==> src/rtl/mem_loader.sv <==
// rtl/mem_loader.sv - host command loader for cpu imem/dmem ports and run control
// Define MEM_LOADER_IMEM_READBACK_EN to make op 100 an imem read; otherwise it is illegal.
module mem_loader #(
  parameter int RUN_W = 32
) (
  input  logic        clk,
  input  logic        arst,
  input  logic        cmd_valid,
  output logic        cmd_ready,
  input  logic [2:0]  cmd_op,
  input  logic [63:0] cmd_addr,
  input  logic [63:0] cmd_data,
  output logic        rsp_valid,
  input  logic        rsp_ready,
  output logic [63:0] rsp_data,
  output logic        rsp_err,
  output logic [63:0] addr_ext,
  output logic        wen_ext,
  output logic        ren_ext,
  output logic [31:0] wdata_ext,
  input  logic [31:0] rdata_ext,
  output logic [63:0] addr_ext_2,
  output logic        wen_ext_2,
  output logic        ren_ext_2,
  output logic [63:0] wdata_ext_2,
  input  logic [63:0] rdata_ext_2,
  output logic        enable,
  output logic        busy
);

  typedef enum logic [2:0] {IDLE, WRITE, READ_REQ, READ_WAIT, RUN, RESP} state_t;

`ifdef MEM_LOADER_IMEM_READBACK_EN
  localparam bit IMEM_RD_EN = 1'b1;
`else
  localparam bit IMEM_RD_EN = 1'b0;
`endif

  state_t           state;
  logic [2:0]       op_r;
  logic [RUN_W-1:0] cnt;
  logic             illegal;
  logic [RUN_W-1:0] run_len;

  assign cmd_ready = (state == IDLE);
  assign busy      = (state != IDLE);
  assign run_len   = cmd_data[RUN_W-1:0];
  assign illegal   = (cmd_op > 3'b100) || ((cmd_op == 3'b100) && !IMEM_RD_EN);

  always_ff @(posedge clk or posedge arst) begin
    if (arst) begin
      state       <= IDLE;
      op_r        <= 3'b000;
      cnt         <= '0;
      enable      <= 1'b0;
      wen_ext     <= 1'b0;
      ren_ext     <= 1'b0;
      wen_ext_2   <= 1'b0;
      ren_ext_2   <= 1'b0;
      addr_ext    <= '0;
      addr_ext_2  <= '0;
      wdata_ext   <= '0;
      wdata_ext_2 <= '0;
      rsp_valid   <= 1'b0;
      rsp_err     <= 1'b0;
      rsp_data    <= '0;
    end else begin
      wen_ext   <= 1'b0;
      ren_ext   <= 1'b0;
      wen_ext_2 <= 1'b0;
      ren_ext_2 <= 1'b0;
      case (state)
        IDLE: begin
          if (cmd_valid) begin
            op_r <= cmd_op;
            if (illegal) begin
              state     <= RESP;
              rsp_valid <= 1'b1;
              rsp_err   <= 1'b1;
              rsp_data  <= '0;
            end else begin
              case (cmd_op)
                3'b000: begin
                  state     <= WRITE;
                  wen_ext   <= 1'b1;
                  addr_ext  <= cmd_addr;
                  wdata_ext <= cmd_data[31:0];
                end
                3'b001: begin
                  state       <= WRITE;
                  wen_ext_2   <= 1'b1;
                  addr_ext_2  <= cmd_addr;
                  wdata_ext_2 <= cmd_data;
                end
                3'b010: begin
                  state      <= READ_REQ;
                  ren_ext_2  <= 1'b1;
                  addr_ext_2 <= cmd_addr;
                end
                3'b011: begin
                  // Run length goes straight into rsp_data so completion only flips rsp_valid.
                  rsp_data <= 64'(run_len);
                  rsp_err  <= 1'b0;
                  cnt      <= run_len;
                  if (run_len != '0) begin
                    state  <= RUN;
                    enable <= 1'b1;
                  end else begin
                    state     <= RESP;
                    rsp_valid <= 1'b1;
                  end
                end
                default: begin
                  state    <= READ_REQ;
                  ren_ext  <= 1'b1;
                  addr_ext <= cmd_addr;
                end
              endcase
            end
          end
        end
        WRITE:    state <= IDLE;
        READ_REQ: state <= READ_WAIT;
        READ_WAIT: begin
          state     <= RESP;
          rsp_valid <= 1'b1;
          rsp_err   <= 1'b0;
          rsp_data  <= (op_r == 3'b100) ? {32'b0, rdata_ext} : rdata_ext_2;
        end
        RUN: begin
          if (cnt == RUN_W'(1)) begin
            enable    <= 1'b0;
            state     <= RESP;
            rsp_valid <= 1'b1;
          end
          cnt <= cnt - RUN_W'(1);
        end
        RESP: begin
          if (rsp_ready) begin
            state     <= IDLE;
            rsp_valid <= 1'b0;
            rsp_err   <= 1'b0;
          end
        end
        default: state <= IDLE;
      endcase
    end
  end

endmodule
==> config.mk <==
export PLATFORM = sky130hd
export DESIGN_NAME = mem_loader
export DESIGN_NICKNAME = d
export VERILOG_FILES = /design/src/rtl/mem_loader.sv
export SDC_FILE = /design/constraint.sdc
export NUM_CORES = 1
export LEC_CHECK = 0
export CAP_MARGIN = 10
export CORE_AREA = 2 2 206 208
export CTS_CLUSTER_DIAMETER = 80
export CTS_CLUSTER_SIZE = 28
export DETAILED_ROUTE_END_ITERATION = 16
export DIE_AREA = 0 0 208 210
export SYNTH_ARGS = -nofsm -noshare
export SYNTH_HDL_FRONTEND = slang
export SYNTH_SLANG_ARGS = --single-unit
==> constraint.sdc <==
create_clock -name clk -period 20 [get_ports clk]
set_input_delay 4 -clock clk [delete_from_list [all_inputs] [get_ports clk]]
set_output_delay 4 -clock clk [all_outputs]
set_load 0.02 [all_outputs]
Word level (Yosys, flattened, before mapping)
Cells that the tools add are included.
Word-level totals
  bits in registers: 333
  input port bits: 231
  output and inout port bits: 297
Operators by class
  add/sub/neg operators: 1
  order comparisons: 1
  eq/ne operators: 18
  muxes and demuxes: 49
  bitwise gates (word level): 2
  reduce and logical (&&, ||, !) cells: 24
Operators by type and width (count)
  two-way mux 64 bit: 4
  case mux 64 bit (2 select lines): 1
  two-way mux 32 bit: 3
  case mux 32 bit (2 select lines): 1
  == test 32 x 1 -> 1 bit (second input constant): 1
  nonzero test 32 bit: 1
  subtractor 32 x 1 -> 32 bit (second input constant): 1
  two-way mux 1 bit: 31
  AND reduction 4 bit: 6
  case mux 3 bit (5 select lines): 1
  == test 3 x 2 -> 1 bit (second input constant): 4
  == test 3 bit (second input constant): 4
  two-way mux 3 bit: 4
  AND reduction 6 bit: 2
  != test 2 bit (second input constant): 4
  zero test 3 bit: 2
  case mux 3 bit (2 select lines): 1
  AND reduction 3 bit: 2
  nonzero test 3 bit: 2
  != test 2 x 1 -> 1 bit (second input constant): 2
  case mux 1 bit (4 select lines): 1
  nonzero test 2 bit: 2
  nonzero test 4 bit: 1
  OR reduction 2 bit: 2
  11 further kinds: 12

Longest topological paths before layout
  word-level depth: 6
  depth in mapped cells: 9

Worst setup path after synthesis
No wires, ideal clock.
  kind: input -> register
  start: in cmd_op[0]
  end: reg cnt[14]
  library setup time: 0.099 ns
  arrival: 5.534 ns
  data required time: 19.901 ns
  setup slack: 14.366 ns
  stages: 7
  buffers on the path: 2
  path through: clkbuf_1 > nor3b_1 > a31o_2 > and2_0 > clkbuf_1 > nor3_1 > a311oi_1
Between the ends
  cells in the longest elaborated chain, start to end: 4
  elaborated cells between the ends (all ways): 7
  classes of those cells: order compare (1); eq/ne (4); reduce/logical (2)
Ends and longest elaborated chain
  start, declared: line 10  | input logic [2:0] cmd_op,
  > comparator 3 bit or == test 3 bit (tied branches): line 48  | assign illegal = (cmd_op > 3'b100) || ((cmd_op == 3'b100) && !IMEM_RD_EN);
  logical OR 1 bit: line 48
  != test 2 bit (no line)
  AND reduction 4 bit (no line) (*)
  end signal, assigned: line 104  | cnt <= run_len;
  end signal, assigned: line 136  | cnt <= cnt - RUN_W'(1);
  end, declared: line 41  | logic [RUN_W-1:0] cnt;
Every way passes the cells marked *; elsewhere a longest branch is shown, timed or not.
A chain may end at the register's enable or synchronous reset.

Worst setup path in the final report
  start: reg state[0]
  end: out cmd_ready
Between the ends
  cells in the longest elaborated chain, start to end: 1
Ends and longest elaborated chain
  start, declared: line 39  | state_t state;
  start signal, assigned: line 52  | state <= IDLE;
  start signal, assigned: line 77  | state <= RESP;
  start signal, assigned: line 84  | state <= WRITE;
  zero test 3 bit: line 45  | assign cmd_ready = (state == IDLE);
  end, declared: line 9  | output logic cmd_ready,
No other way between the ends.

==> insert_results.sql <==
INSERT INTO impl_metrics (metric_group, metric, value, unit) VALUES
('outcome', 'outcome', 'complete, no violations', ''),
('die', 'chipHeight', '210', 'µm'),
('power_and_ir_drop', 'peak_supply_drop', '0.0921', 'mV'),
('clock_tree', 'cts_hold_buf', '0', ''),
('clock_tree', 'clock_tree.root_cell', 'sky130_fd_sc_hd__clkbuf_16', ''),
('clock_tree', 'post_cts_resized', '0', ''),
('critical_path', 'timing.critical_path.arrival', '2.36', 'ns'),
('timing', 'report.final.slew_viol_count', '0', ''),
('clock_tree', 'clk_latency', '0.54', 'ns'),
('timing', 'finalWorstPathRequiredPeriod', '6.36', 'ns'),
('yosys', 'synthDistinctLibCells', '60', ''),
('critical_path', 'worst-r2r-setup-slack', '16.99', 'ns'),
('timing', 'worst_clock_skew', '0.0258', 'ns'),
('power_and_ir_drop', 'netSwitchingPower', '1230', 'µW'),
('timing', 'worst_slew_pin_slew', '0.948', 'ns'),
('hold_path', 'hold_path_startpoint', 'wdata_ext[25]', ''),
('power_and_ir_drop', 'p_sw_share', '38.5', '%'),
('power_and_ir_drop', 'clock_power_share', '15.0', '%'),
('global_routing', 'grt_pass1_vias', '11100', ''),
('critical_path', 'crit_slowest_cell', 'sky130_fd_sc_hd__clkdlybuf4s50_1', ''),
('finish', 'multi_input_area', '5170', 'µm²'),
('yosys', 'synth-edff-count', '0', ''),
('finish', 'final_layout_size_suffix_gt1_share', '18.3', '%'),
('die', 'core.rowCount', '75', ''),
('yosys', 'synth_area_per_cell', '12.6', 'µm²'),
('critical_path', 'critical_path.cell_chain', 'or3_1 > inv_2 > clkdlybuf4s50_1', ''),
('routing', 'routed_via_density', '5.03', ''),
('global_routing', 'global_route.usage.met2', '32.9', '%'),
('place', 'dp.final_hpwl', '32500', 'µm'),
('global_routing', 'globalRoute.busiestLayer', 'met2', ''),
('power_and_ir_drop', 'internal_power', '1960', 'µW'),
('die', 'io-pin-count', '528', ''),
('timing', 'clock.fmax', '157', 'MHz'),
('clock_tree', 'tritoncts.num_buffers', '20', ''),
('critical_path', 'timing.rr.end', 'addr_ext[60]', ''),
('finish', 'area_delta_synth_final', '47.5', '%'),
('run', 'max-cap-violations', '0', ''),
('finish', 'fin_area', '20300', 'µm²'),
('place', 'io_buffers', '527', ''),
('yosys', 'synth_area_leaders', 'sky130_fd_sc_hd__dfrtp_1 (60%), sky130_fd_sc_hd__mux2_2 (18%), sky130_fd_sc_hd__a21oi_1 (2.9%), sky130_fd_sc_hd__nand2_1 (2.4%), sky130_fd_sc_hd__a22o_1 (2.0%)', ''),
('critical_path', 'crit_path_start_kind', 'flop', ''),
('clock_tree', 'clk_pin_slew', '0.11', 'ns'),
('critical_path', 'worst_path_dominant_cell_family', 'buffers and inverters', ''),
('clock_tree', 'clock_sinks', '333', ''),
('clock_tree', 'number_of_setup_buffers_added_after_cts', '0', ''),
('critical_path', 'endpoint_class_of_the_critical_path', 'primary output', ''),
('power_and_ir_drop', 'power.sequential.fraction', '36.6', '%'),
('place', 'final_wtd_congestion', '0.797', ''),
('yosys', 'synth_largest_type_area_fraction', '60.4', '%'),
('global_routing', 'grt_usage', '20.1', '%'),
('routing', 'drt_pass1_iterations', '4', ''),
('clock_tree', 'ctsHtreeMaxLevel', '1', ''),
('timing', 'timing.max_slew.rel_slack', '36.8', '%'),
('yosys', 'ys_warn_count', '0', ''),
('routing', 'post-route-drc-count', '0', ''),
('global_routing', 'globalRoute.totalOverflow', '0', ''),
('yosys', 'async_flop_share', '100', '%'),
('routing', 'route.detailed.wl_per_inst', '21.1', 'µm'),
('yosys', 'synthTopCellsByCount', 'sky130_fd_sc_hd__dfrtp_1 (333), sky130_fd_sc_hd__mux2_2 (224), sky130_fd_sc_hd__nand2_1 (88)', ''),
('die', 'core', '41500', 'µm²'),
('global_routing', 'pin_count_of_the_biggest_net_entering_global_routing', '157', ''),
('clock_tree', 'clock_tree_from_tritoncts', 'yes', ''),
('finish', 'layout.area.seq', '8330', 'µm²'),
('routing', 'drtAntennaViolNets', '0', ''),
('timing', 'hold_viol_final', '0', ''),
('global_routing', 'grtUsageMet3', '6.82', '%'),
('clock_tree', 'ctsLongestPathBuffers', '3', ''),
('critical_path', 'timing.critical_path.buf_inv', '2', ''),
('die', 'start_util', '33.2', '%'),
('die', 'fp.dieW', '208', 'µm'),
('timing', 'setup_viol', '0', '');
==> sequential cells by signal (all words and copies together), names as in the netlist, 3 cells and up <==
signal	count
addr_ext	64
addr_ext_2	64
rsp_data	64
wdata_ext_2	64
cnt	32
wdata_ext	32
op_r	3
state	3
==> metal layers <==
metal	vias to the layer above	part of all wire (%)
met2	382	48
li1	4950	-
met5	-	0
met3	44	8.8
met4	0	1.8
met1	5417	42
==> kinds of logic (layout without fill, tap and decap cells) <==
family,after synthesis,after routing,synth area share (%)
and+or+nand+nor,233,233,7.96
AOI/OAI and AO/OA,215,215,10.1
muxes,231,231,18.9
DFF,333,333,60.4
buffers and inverters,81,588,2.39
adders and majority gates,2,2,0.181
other,1,3,0.0272
xor gates and xnor gates,1,1,0.0635
==> layout make-up <==
cell class	count	share of cell area, %
clock inverters	13	0.867
inverters	10	0.221
clock buffers	22	2.60
diodes	2	0.0246
well taps	539	3.32
multi-input cells	683	25.4
repair buffers	543	26.6
flip-flops and latches	333	41.0
==> per-stage QoR <==
stage	std cells	setup slack [ns]	power [µW]	utilization, %	hold WS [ns]
after CTS	2143	13.60	3220	49.0	0.499
after floorplan	1097	6.78	1930	-	0.460
after global routing	2145	13.54	3370	49.0	0.521
final	2145	13.64	3190	49.0	0.498
after detailed placement	2108	13.33	2730	47.3	0.476
after global placement	2108	13.39	2710	47.3	0.469
==> cell usage in the layout (no fill, tap or decap), drive strengths merged, types with 4 or more instances in the layout <==
| cell | instances |
|---|---|
| a211oi | 6 |
| a21oi | 79 |
| a22o | 32 |
| a311oi | 6 |
| a31oi | 36 |
| buf | 16 |
| clkbuf | 22 |
| clkdlybuf4s50 | 527 |
| clkinv | 8 |
| dfrtp | 333 |
| inv | 15 |
| mux2 | 227 |
| mux2i | 4 |
| nand2 | 88 |
| nand3 | 8 |
| nor2 | 69 |
| nor3 | 20 |
| nor3b | 6 |
| nor4 | 13 |
| o211ai | 4 |
| o21a | 5 |
| o21ai | 23 |
| o311ai | 4 |
| or3 | 6 |
| or4 | 6 |
==> how the worst max path moves through the flow <==
| stage | startpoint | slack, ns | end | depth (start not counted) |
|---|---|---|---|---|
| CTS | state[0] | 13.60 | cmd_ready | 3 |
| finish | state[0] | 13.64 | cmd_ready | 3 |
| global placement | cmd_op[0] | 13.39 | cnt[29] | 5 |
| detailed placement | cmd_op[0] | 13.33 | cnt[9] | 6 |
| floorplan | arst | 6.78 | addr_ext[0] | 1 |
| global route | state[0] | 13.54 | cmd_ready | 3 |
==> power by group through the flow <==
stage                     clock network [µW]  logic [µW]  registers (µW)
after floorplan                            0         445            1490
after global routing                     518        1640            1210
after detailed placement                   0        1560            1170
final                                    477        1540            1170
after CTS                                494        1560            1170
after global placement                     0        1550            1160
(Power assumes the default switching activity.)
